## config.mk

```make
export PLATFORM = sky130hd
export DESIGN_NAME = nonce_tx_queue_flat
export DESIGN_NICKNAME = d
export VERILOG_FILES = /design/src/rtl/nonce_tx_queue_if.sv /design/src/rtl/nonce_tx_queue.sv /design/src/flat_wrapper.sv
export SDC_FILE = /design/constraint.sdc
export NUM_CORES = 1
export LEC_CHECK = 0
export CAP_MARGIN = 20
export CORE_MARGIN = 2
export CORE_UTILIZATION = 35
export DETAILED_ROUTE_END_ITERATION = 8
export SLEW_MARGIN = 20
export SYNTH_ARGS = -nofsm -noshare
export SYNTH_HDL_FRONTEND = slang
export SYNTH_SLANG_ARGS = --single-unit
export TNS_END_PERCENT = 5
```

## constraint.sdc

```tcl
create_clock -name clk -period 3.36 [get_ports clk]
set_input_delay 0.336 -clock clk [delete_from_list [all_inputs] [get_ports clk]]
set_output_delay 0.336 -clock clk [all_outputs]
set_load 0.01 [all_outputs]
```

## src/rtl/nonce_tx_queue_if.sv

```systemverilog
// Bus between the nonce sources / serial_transmit and nonce_tx_queue.
// The queue is the master: it consumes the nonce strobes and drives the serial side.
//
// Handshake: serial_send is a one-cycle strobe. golden_nonce is valid with it and
// holds until serial_busy has risen and fallen again. The queue issues no further
// strobe before that fall, and only strobes when serial_busy is low.
interface nonce_tx_queue_if #(
    parameter int SLAVES = 2
);
    logic [SLAVES*32-1:0] slave_nonces;
    logic [SLAVES-1:0]    new_nonces;
    logic                 serial_busy;
    logic                 serial_send;
    logic [31:0]          golden_nonce;

    modport master (
        input  slave_nonces,
        input  new_nonces,
        input  serial_busy,
        output serial_send,
        output golden_nonce
    );

    modport slave (
        output slave_nonces,
        output new_nonces,
        output serial_busy,
        input  serial_send,
        input  golden_nonce
    );
endinterface

```

## src/rtl/nonce_tx_queue.sv

```systemverilog
// Collects nonce strobes from several sources into per-source pending slots,
// round-robin arbitrates them into a FIFO and hands the words one at a time
// to serial_transmit over its send/busy handshake.
module nonce_tx_queue #(
    parameter int SLAVES     = 2,
    parameter int DEPTH_LOG2 = 3
) (
    input  logic                clk,
    input  logic                reset_n,
    nonce_tx_queue_if.master    bus,
    output logic [DEPTH_LOG2:0] queue_count,
    output logic [7:0]          drop_count,
    output logic [1:0]          state_dbg
);
    localparam int DEPTH = 1 << DEPTH_LOG2;
    localparam int IW    = (SLAVES > 1) ? $clog2(SLAVES) : 1;

    typedef enum logic [1:0] {
        IDLE      = 2'd0,
        SEND      = 2'd1,
        WAIT_BUSY = 2'd2,
        WAIT_DONE = 2'd3
    } state_t;

    state_t                state;
    logic [SLAVES-1:0]     pend;
    logic [31:0]           pend_nonce [SLAVES];
    logic [IW-1:0]         rr_ptr;
    logic [31:0]           mem [DEPTH];
    logic [DEPTH_LOG2-1:0] wr_ptr;
    logic [DEPTH_LOG2-1:0] rd_ptr;

    logic                  any_pend;
    logic [IW-1:0]         pick;
    logic [IW:0]           scan;
    logic                  push;
    logic                  pop;
    logic [8:0]            drops;
    logic [8:0]            drop_sum;

    assign state_dbg = state;

    // Fullness uses the registered count, so a pop in the same cycle does not free a slot.
    assign push = any_pend && (queue_count != (DEPTH_LOG2+1)'(DEPTH));
    assign pop  = (state == IDLE) && (queue_count != '0) && !bus.serial_busy;

    // Round-robin pick: first pending slot scanning upward from rr_ptr, wrapping mod SLAVES.
    always_comb begin
        any_pend = 1'b0;
        pick     = rr_ptr;
        scan     = '0;
        for (int j = 0; j < SLAVES; j++) begin
            scan = {1'b0, rr_ptr} + (IW+1)'(j);
            if (scan >= (IW+1)'(SLAVES)) begin
                scan = scan - (IW+1)'(SLAVES);
            end
            if (!any_pend && pend[scan[IW-1:0]]) begin
                any_pend = 1'b1;
                pick     = scan[IW-1:0];
            end
        end
    end

    // Count strobes that land on a still-occupied slot that is not being moved out this cycle.
    always_comb begin
        drops = '0;
        for (int i = 0; i < SLAVES; i++) begin
            if (bus.new_nonces[i] && pend[i] && !(push && pick == IW'(i))) begin
                drops = drops + 9'd1;
            end
        end
        drop_sum = {1'b0, drop_count} + drops;
    end

    // Pending slots: a new strobe always wins; otherwise the slot empties when it is pushed.
    always_ff @(posedge clk or negedge reset_n) begin
        if (!reset_n) begin
            pend <= '0;
            for (int i = 0; i < SLAVES; i++) begin
                pend_nonce[i] <= '0;
            end
        end else begin
            for (int i = 0; i < SLAVES; i++) begin
                if (bus.new_nonces[i]) begin
                    pend[i]       <= 1'b1;
                    pend_nonce[i] <= bus.slave_nonces[i*32 +: 32];
                end else if (push && pick == IW'(i)) begin
                    pend[i] <= 1'b0;
                end
            end
        end
    end

    // Saturating count of overwritten nonces.
    always_ff @(posedge clk or negedge reset_n) begin
        if (!reset_n) begin
            drop_count <= '0;
        end else if (drop_sum > 9'd255) begin
            drop_count <= 8'hFF;
        end else begin
            drop_count <= drop_sum[7:0];
        end
    end

    // FIFO pointers, occupancy and the round-robin pointer.
    always_ff @(posedge clk or negedge reset_n) begin
        if (!reset_n) begin
            wr_ptr      <= '0;
            rd_ptr      <= '0;
            queue_count <= '0;
            rr_ptr      <= '0;
        end else begin
            if (push) begin
                wr_ptr <= wr_ptr + 1'b1;
                rr_ptr <= (pick == IW'(SLAVES-1)) ? '0 : pick + 1'b1;
            end
            if (pop) begin
                rd_ptr <= rd_ptr + 1'b1;
            end
            case ({push, pop})
                2'b10:   queue_count <= queue_count + 1'b1;
                2'b01:   queue_count <= queue_count - 1'b1;
                default: queue_count <= queue_count;
            endcase
        end
    end

    // FIFO storage; contents are meaningless while the pointers say empty, so no reset.
    always_ff @(posedge clk) begin
        if (push) begin
            mem[wr_ptr] <= pend_nonce[pick];
        end
    end

    // Output FSM: pop one word, strobe send once, then follow busy up and down.
    always_ff @(posedge clk or negedge reset_n) begin
        if (!reset_n) begin
            state            <= IDLE;
            bus.serial_send  <= 1'b0;
            bus.golden_nonce <= '0;
        end else begin
            case (state)
                IDLE: begin
                    if (pop) begin
                        bus.golden_nonce <= mem[rd_ptr];
                        bus.serial_send  <= 1'b1;
                        state            <= SEND;
                    end
                end
                SEND: begin
                    bus.serial_send <= 1'b0;
                    state           <= WAIT_BUSY;
                end
                WAIT_BUSY: begin
                    if (bus.serial_busy) begin
                        state <= WAIT_DONE;
                    end
                end
                WAIT_DONE: begin
                    if (!bus.serial_busy) begin
                        state <= IDLE;
                    end
                end
                default: begin
                    bus.serial_send <= 1'b0;
                    state           <= IDLE;
                end
            endcase
        end
    end
endmodule
```

## src/flat_wrapper.sv

```systemverilog
// flat-port wrapper written by rule: the top's interface ports become plain ports
module nonce_tx_queue_flat 
#(
    parameter int SLAVES     = 2,
    parameter int DEPTH_LOG2 = 3
)
  (clk, reset_n, queue_count, drop_count, state_dbg, bus_slave_nonces, bus_new_nonces, bus_serial_busy, bus_serial_send, bus_golden_nonce);
  nonce_tx_queue_if #(.SLAVES(SLAVES)) bus_i ();
  input  logic clk;
  input  logic reset_n;
  output logic [DEPTH_LOG2:0] queue_count;
  output logic [7:0] drop_count;
  output logic [1:0] state_dbg;
  input wire logic [$bits(bus_i.slave_nonces)-1:0] bus_slave_nonces;
  input wire logic [$bits(bus_i.new_nonces)-1:0] bus_new_nonces;
  input wire logic [$bits(bus_i.serial_busy)-1:0] bus_serial_busy;
  output wire logic [$bits(bus_i.serial_send)-1:0] bus_serial_send;
  output wire logic [$bits(bus_i.golden_nonce)-1:0] bus_golden_nonce;
  assign bus_i.slave_nonces = bus_slave_nonces;
  assign bus_i.new_nonces = bus_new_nonces;
  assign bus_i.serial_busy = bus_serial_busy;
  assign bus_serial_send = bus_i.serial_send;
  assign bus_golden_nonce = bus_i.golden_nonce;
  nonce_tx_queue #(.SLAVES(SLAVES), .DEPTH_LOG2(DEPTH_LOG2)) u_core (.clk(clk), .reset_n(reset_n), .bus(bus_i), .queue_count(queue_count), .drop_count(drop_count), .state_dbg(state_dbg));
endmodule
```

; Yosys cells after proc, flatten, opt, wreduce, memory -nomap -nowiden
; Memories as Yosys holds them, arrays and structs flattened. A register that Yosys moved wholly into a read port is not among the register bits.
; Index checks and enable logic that the tools add are counted.
[totals]
register_bits = 88
ram_bits = 256
out_inout_bits = 47
n_memories = 1
[memory_table]
columns = name, words, width, read_ports, rd_clocked_by_memory_dff, write_ports, line_no
row1 = u_core.mem, 8, 32, 1, 1, 1, nonce_tx_queue.sv:29  ; logic [31:0] mem [DEPTH];
[classes]
n_addsub = 10
magnitude_cmp = 6
eq_ne = 9
mux = 30
bitwise = 2
reduce_logical = 24
[op_table]
columns = op, n
row1 = 2-to-1 mux 32 bit, 3
row2 = 2-to-1 mux 1 bit, 19
row3 = logical AND 1 bit, 10
row4 = adder 8 x 9 -> 9 bit, 1
row5 = greater-than comparator 9 x 8 -> 1 bit (second input constant), 1
row6 = 2-to-1 mux 9 bit, 1
row7 = 2-to-1 mux 8 bit, 1
row8 = one-hot mux 2 bit (4 select lines), 1
row9 = one-hot mux 4 bit (2 select lines), 1
row10 = nonzero test 2 bit, 4
row11 = adder 3 x 1 -> 3 bit (second input constant), 2
row12 = == test 2 bit (second input constant), 3
row13 = 2-to-1 mux 2 bit, 3
row14 = logical NOT 1 bit, 5
row15 = adder 1 x 1 -> 2 bit (second input constant), 2
row16 = adder 4 x 1 -> 4 bit (second input constant), 1
row17 = == test 2 x 1 -> 1 bit (second input constant), 2
row18 = >= comparator 2 bit (second input constant), 2
row19 = < comparator 1 x 2 -> 1 bit (second input constant), 2
row20 = != test 2 bit (second input constant), 2
row21 = != test 4 bit (second input constant), 1
row22 = AND reduction 2 bit, 2
row23 = nonzero test 4 bit, 1
row24 = subtractor 4 x 1 -> 4 bit (second input constant), 1
row25 = other kinds (9), 10

; Depth between registers and ports, before layout
[logic_depth]
word_depth = 18
depth_mapped = 12
mapped_depth_nobuf = 10

; Worst setup path after synthesis
; OpenSTA, ideal clock, no wires.
[synth_path]
kind = flip-flop to flip-flop
start = reg u_core.queue_count[3]
end = mem u_core.mem[0][0] (enable)
setup_ns = 0.461
arrival_time_ns = 3.278
required_ns = 2.899
setup_slack_ns = -0.379
path_stages_with_launch = 4
path_cell_list = dfrtp_1 nor4b_2 or3_1 nor3_1
[synth_via]
elab_chain_cells = 4
[synth_lines]
columns = item, line_no
row1 = from (decl), nonce_tx_queue.sv:11  ; output logic [DEPTH_LOG2:0] queue_count,
row2 = from (signal assigned), nonce_tx_queue.sv:121  ; 2'b10: queue_count <= queue_count + 1'b1;
row3 = from (signal assigned), nonce_tx_queue.sv:122  ; 2'b01: queue_count <= queue_count - 1'b1;
row4 = from (signal assigned), nonce_tx_queue.sv:123  ; default: queue_count <= queue_count;
row5 = != test 4 bit, nonce_tx_queue.sv:44  ; assign push = any_pend && (queue_count != (DEPTH_LOG2+1)'(DEPTH));
row6 = logical AND 1 bit, nonce_tx_queue.sv:44
row7 = 2-to-1 mux 1 bit, nonce_tx_queue.sv:130  ; if (push) begin
row8 = 2-to-1 mux 1 bit (implied by the code), nonce_tx_queue.sv:131  ; mem[wr_ptr] <= pend_nonce[pick];
row9 = to (decl), nonce_tx_queue.sv:29
; No other way between the ends.

; Final worst setup path
[layout_path]
start = reg u_core.queue_count[0]
end = reg u_core.drop_count[6]
[layout_via]
elab_chain_cells = 11
[layout_lines]
columns = item, line_no
row1 = != test 4 bit (*), nonce_tx_queue.sv:44
row2 = logical AND 1 bit (*), nonce_tx_queue.sv:44
row3 = logical AND 1 bit, nonce_tx_queue.sv:68  ; if (bus.new_nonces[i] && pend[i] && !(push && pick == IW'(i))) begin
row4 = logical NOT 1 bit, nonce_tx_queue.sv:68
row5 = logical AND 1 bit, nonce_tx_queue.sv:68
row6 = 2-to-1 mux 1 bit, nonce_tx_queue.sv:68
row7 = adder 1 x 1 -> 2 bit, nonce_tx_queue.sv:69  ; drops = drops + 9'd1;
row8 = 2-to-1 mux 9 bit (*), nonce_tx_queue.sv:68
row9 = adder 8 x 9 -> 9 bit (*), nonce_tx_queue.sv:72  ; drop_sum = {1'b0, drop_count} + drops;
row10 = greater-than comparator 9 x 8 -> 1 bit, nonce_tx_queue.sv:98  ; end else if (drop_sum > 9'd255) begin
row11 = 2-to-1 mux 8 bit (*), nonce_tx_queue.sv:98
row12 = to (signal assigned), nonce_tx_queue.sv:101  ; drop_count <= drop_sum[7:0];
row13 = to (decl), nonce_tx_queue.sv:12  ; output logic [7:0] drop_count,
; Mark *: on every way between the ends. The rest lies on a longest branch, timed or not.
; A chain may end at the register's enable or synchronous reset.

==> impl_summary.txt <==
----------------------------------------------------
[Pwr]
  Total power divided by cell area ... 905 nW/um2
  Leakage power ... 6.90 nW
  Peak VDD IR ... 439 uV

[STA]
  Largest clock skew in the final design ... 0.00966 ns
  Unrepaired setup endpoints after global routing ... false
  Hold slack final ... 0.170 ns
  Achievable Freq ... 0.357 GHz
  Total negative slack for setup checks ... 0 ns
  Transition time at the pin with the least slew margin ... 0.933 ns
  Min setup slack post-route ... 0.561 ns
  Final worst path period need ... 2.80 ns
  Number of endpoints failing setup at the final stage ... 0
  Part of the cycle the worst path needs ... 0.833
  Fin. max-slew vios ... 0
  Number of hold-slack violations in the final timing report ... 0
  Relative slew slack ... 0.378

[Cells and area]
  Area added between synthesis and finish ... 21.1%
  Post-layout net count ... 1151
  ANT cells ... 0
  Seq. cell area ... 10700 um2
  Area of the multi-input gates ... 4090 um2
  Final core area utilization ... 0.431
  Layout cell share with drive strength beyond 1 ... 0.183
  Layout filler cell count ... 3755

[Clock network]
  Number of sinks driven by the clock tree ... 376
  Post-cts sizing count ... 0
  Clock latency at the later pin of the worst-skew pair ... 0.53 ns
  CTS HTree Levels ... 2
  Number of buffers on the longest clock path ... 3
  Clock root buffer ... sky130_fd_sc_hd__clkbuf_16
  Number of hold buffers added after cts ... 1
  Clock-pin slew reported for the worst setup and hold paths after clock tree synthesis ... 0.06 ns
  TritonCTS clock tree ... yes
  Number of clock buffers inserted by TritonCTS ... 41
  Post-CTS Setup Inserts ... 0

[Floorplan]
  Std-Cell Rows ... 75
  DIE HEIGHT ... 211 um
  Chip Width ... 211 um
  Initial Util ... 0.356
  Number of top-level design ports ... 116
  Area enclosed by the die boundary ... 44400 um2
  Core area ... 42000 um2

[Route]
  Total length of routed met2 wires ... 15700 um
  Post-route DRC ... 0
  DR vias/cell ... 4.93
  Highest signal layer in the routed design ... met4
  Routed vias ... 8065
  Total Routed Length ... 31900 um
  Average wire per cell in the routed design ... 19.5 um
  Met3 routed WL ... 1240 um
  Met1 layer wirelength in the final routing ... 14400 um
  Number of detailed-route iterations in the first pass ... 4
  Post-route ant nets ... 0
  Violation count after the first detailed-routing iteration ... 440

[Critical path]
  Startpoint types ... register
  Data arrival, critical path ... 3.25 ns
  Beginning of the worst register-to-register path ... u_core.queue_count[0]
  FF-to-FF setup slack ... 0.56 ns
  Reg2reg end ... u_core.drop_count[6]
  Category of the most critical setup path ... register to register
  Type of destination of the critical path ... register
  Required time worst endpoint ... 3.81 ns
  FF-to-FF path depth ... 9
  Crit Path Max Fanout ... 7

[Synth]
  Sequential area share after synthesis ... 0.714
  Number of flip-flops and latches in the synthesized netlist ... 376
  Distinct cell type count of the synthesized netlist ... 38
  Post-synthesis average cell area ... 16.1 um2
  Yosys synthesis warning count ... 0
  Top_reg_cell synth ... sky130_fd_sc_hd__edfxtp_1
  Number of synthesized flops with an enable pin ... 256
  Cells after synthesis ... 932
  Proportion of register bits with asynchronous set or reset after synthesis ... 0.319
  Mapped Nets ... 1016
  Combined area of all synthesized cells ... 15000 um2

[Global route]
  Maximum number of pins on one net before global-route repair ... 96
  Gr ovfl total ... 0
  First-pass GRT wire length ... 49400 um
  Overall global routing resource usage ... 0.145
  Antenna violations before repair ... 0
  Number of global-route vias before repair ... 8359

[Worst hold path]
  Min-delay worst type ... input port to register
  Hold Path Sink ... u_core.pend[0]
  Cells on Worst Hold Path ... 3
  Startpoint of the lowest-slack hold path ... bus_new_nonces[0]

[Placement]
  Routability-driven placement congestion ratio ... 0.703
  Worst slack after detailed placement ... 0.605 ns
  Total half-perimeter wirelength after legalization and detailed placement ... 18600 um
  Number of buffers inserted by port buffering ... 115

[Run]
  Total of max-cap violations ... 0

[Status]
  Result of the run ... completed

----------------------------------------------------
## cell families (layout without fill, tap and decap cells)
family	after synthesis	after routing	share of synthesized area
AOI/OAI and AO/OA	82	82	0.0392
muxes	229	229	0.161
adders and majority gates	15	15	0.0135
buffers and inverters	61	226	0.0189
DFF	376	376	0.714
xor gates and xnor gates	7	7	0.00410
and+or+nand+nor	162	162	0.0489
## worst max-delay path, stage by stage, from the launching register on
cell	delay, ns
sky130_fd_sc_hd__dfrtp_1	0.45
sky130_fd_sc_hd__nor4b_2	0.54
sky130_fd_sc_hd__o21ai_0	0.23
sky130_fd_sc_hd__nor2_1	0.13
sky130_fd_sc_hd__ha_1	0.24
sky130_fd_sc_hd__ha_1	0.21
sky130_fd_sc_hd__fa_1	0.44
sky130_fd_sc_hd__and3_1	0.20
sky130_fd_sc_hd__and2_1	0.16
sky130_fd_sc_hd__a21oi_1	0.14
## layout by cell type, fill, tap and decap left out, types with 2 or more instances in the layout
master	netlist	routed
sky130_fd_sc_hd__inv_1	11	11
sky130_fd_sc_hd__buf_2	20	2
sky130_fd_sc_hd__edfxtp_1	256	256
sky130_fd_sc_hd__mux2i_1	131	131
sky130_fd_sc_hd__nand2b_1	5	5
sky130_fd_sc_hd__clkbuf_1	25	10
sky130_fd_sc_hd__o21ai_0	6	6
sky130_fd_sc_hd__mux2_2	98	98
sky130_fd_sc_hd__and3_1	2	2
sky130_fd_sc_hd__fa_1	2	2
sky130_fd_sc_hd__xnor2_1	4	4
sky130_fd_sc_hd__nand4_1	2	2
sky130_fd_sc_hd__clkdlybuf4s50_1	0	112
sky130_fd_sc_hd__a22oi_1	64	64
sky130_fd_sc_hd__buf_12	0	5
sky130_fd_sc_hd__xor2_1	3	3
sky130_fd_sc_hd__nor2_4	0	7
sky130_fd_sc_hd__nor2_1	17	10
sky130_fd_sc_hd__or3_1	2	2
sky130_fd_sc_hd__clkinv_2	0	11
sky130_fd_sc_hd__nand2_1	82	82
sky130_fd_sc_hd__nor3_1	4	2
sky130_fd_sc_hd__dfrtp_1	120	119
sky130_fd_sc_hd__clkbuf_8	0	2
sky130_fd_sc_hd__nor2b_4	0	2
sky130_fd_sc_hd__a21o_1	2	2
sky130_fd_sc_hd__buf_4	1	20
sky130_fd_sc_hd__clkinv_1	0	5
sky130_fd_sc_hd__clkbuf_16	0	41
sky130_fd_sc_hd__nor2b_1	4	2
sky130_fd_sc_hd__nand3_1	35	35
sky130_fd_sc_hd__a21oi_1	5	5
sky130_fd_sc_hd__nor4_1	2	2
sky130_fd_sc_hd__ha_1	13	13
sky130_fd_sc_hd__and2_1	3	2
## through the flow
| stage | instance area (um2) | std cells | power (mW) |
|---|---|---|---|
| after global routing | 18100 | 1636 | 17.4 |
| after CTS | 18100 | 1636 | 16.7 |
| final | 18100 | 1636 | 16.4 |
| after global placement | 16900 | 1562 | 12.4 |
| after floorplan | 15000 | 932 | 10.4 |
| after detailed placement | 16900 | 1562 | 12.5 |
## cells in the mapped netlist (2+ instances only)
cell type,instances,area share
sky130_fd_sc_hd__edfxtp_1,256,0.51
sky130_fd_sc_hd__a21oi_1,5,0.0017
sky130_fd_sc_hd__mux2i_1,131,0.088
sky130_fd_sc_hd__a21o_1,2,0.0010
sky130_fd_sc_hd__nor2b_1,4,0.0017
sky130_fd_sc_hd__nand3_1,35,0.012
sky130_fd_sc_hd__nand4_1,2,0.00084
sky130_fd_sc_hd__inv_1,11,0.0028
sky130_fd_sc_hd__ha_1,13,0.011
sky130_fd_sc_hd__and2_1,3,0.0013
sky130_fd_sc_hd__or3_1,2,0.00084
sky130_fd_sc_hd__xnor2_1,4,0.0023
sky130_fd_sc_hd__fa_1,2,0.0027
sky130_fd_sc_hd__a22oi_1,64,0.032
sky130_fd_sc_hd__nor4_1,2,0.00084
sky130_fd_sc_hd__xor2_1,3,0.0018
sky130_fd_sc_hd__dfrtp_1,120,0.20
sky130_fd_sc_hd__and3_1,2,0.00084
sky130_fd_sc_hd__o21ai_0,6,0.0020
sky130_fd_sc_hd__nand2_1,82,0.021
sky130_fd_sc_hd__clkbuf_1,25,0.0063
sky130_fd_sc_hd__nor2_1,17,0.0043
sky130_fd_sc_hd__nor3_1,4,0.0013
sky130_fd_sc_hd__nand2b_1,5,0.0021
sky130_fd_sc_hd__mux2_2,98,0.074
sky130_fd_sc_hd__buf_6,3,0.0023
sky130_fd_sc_hd__buf_2,20,0.0067
## area by class of cell
type                            instances  share of cell area
Sequential cell                       376               0.590
Multi-Input combinational cell        495               0.226
Timing Repair Buffer                  141              0.0774
Clock buffer                           53              0.0602
Tap cell                              539              0.0372
Clock inverter                         20             0.00711
Inverter                               12             0.00262
## flip-flops by register name (all words and copies together) (netlist names), 3 cells and up
signal,flops
u_core.drop_count,8
u_core.wr_ptr,3
u_core.pend_nonce,64
u_core.bus.golden_nonce,32
u_core.queue_count,4
u_core.rd_ptr,3
u_core.mem,256
## worst max path at each step
stage	cells after the start	startpoint	to	slack, ns
global route	9	u_core.queue_count[0]	u_core.drop_count[6]	0.38
CTS	9	u_core.queue_count[0]	u_core.drop_count[6]	0.57
floorplan	4	u_core.queue_count[3]	u_core.mem[1][0]	-0.29
global placement	9	u_core.queue_count[0]	u_core.drop_count[6]	0.61
detailed placement	9	u_core.queue_count[0]	u_core.drop_count[6]	0.61
finish	9	u_core.queue_count[0]	u_core.drop_count[6]	0.56
## layer usage
metal / global-route usage / up-vias
li1: - / 3782
met1: 0.196 / 4092
met2: 0.244 / 152
met3: 0.0248 / 39
met4: 0.0372 / 0
met5: 0 / -
## report_power, final
group | leakage (nW) | switching [mW] | internal [mW] | total (mW)
logic | 2.53 | 2.88 | 2.12 | 5.00
clock network | 0.605 | 1.75 | 2.37 | 4.12
registers | 3.77 | 0.615 | 6.68 | 7.29
No activity file was read; power rests on OpenSTA's default activity.
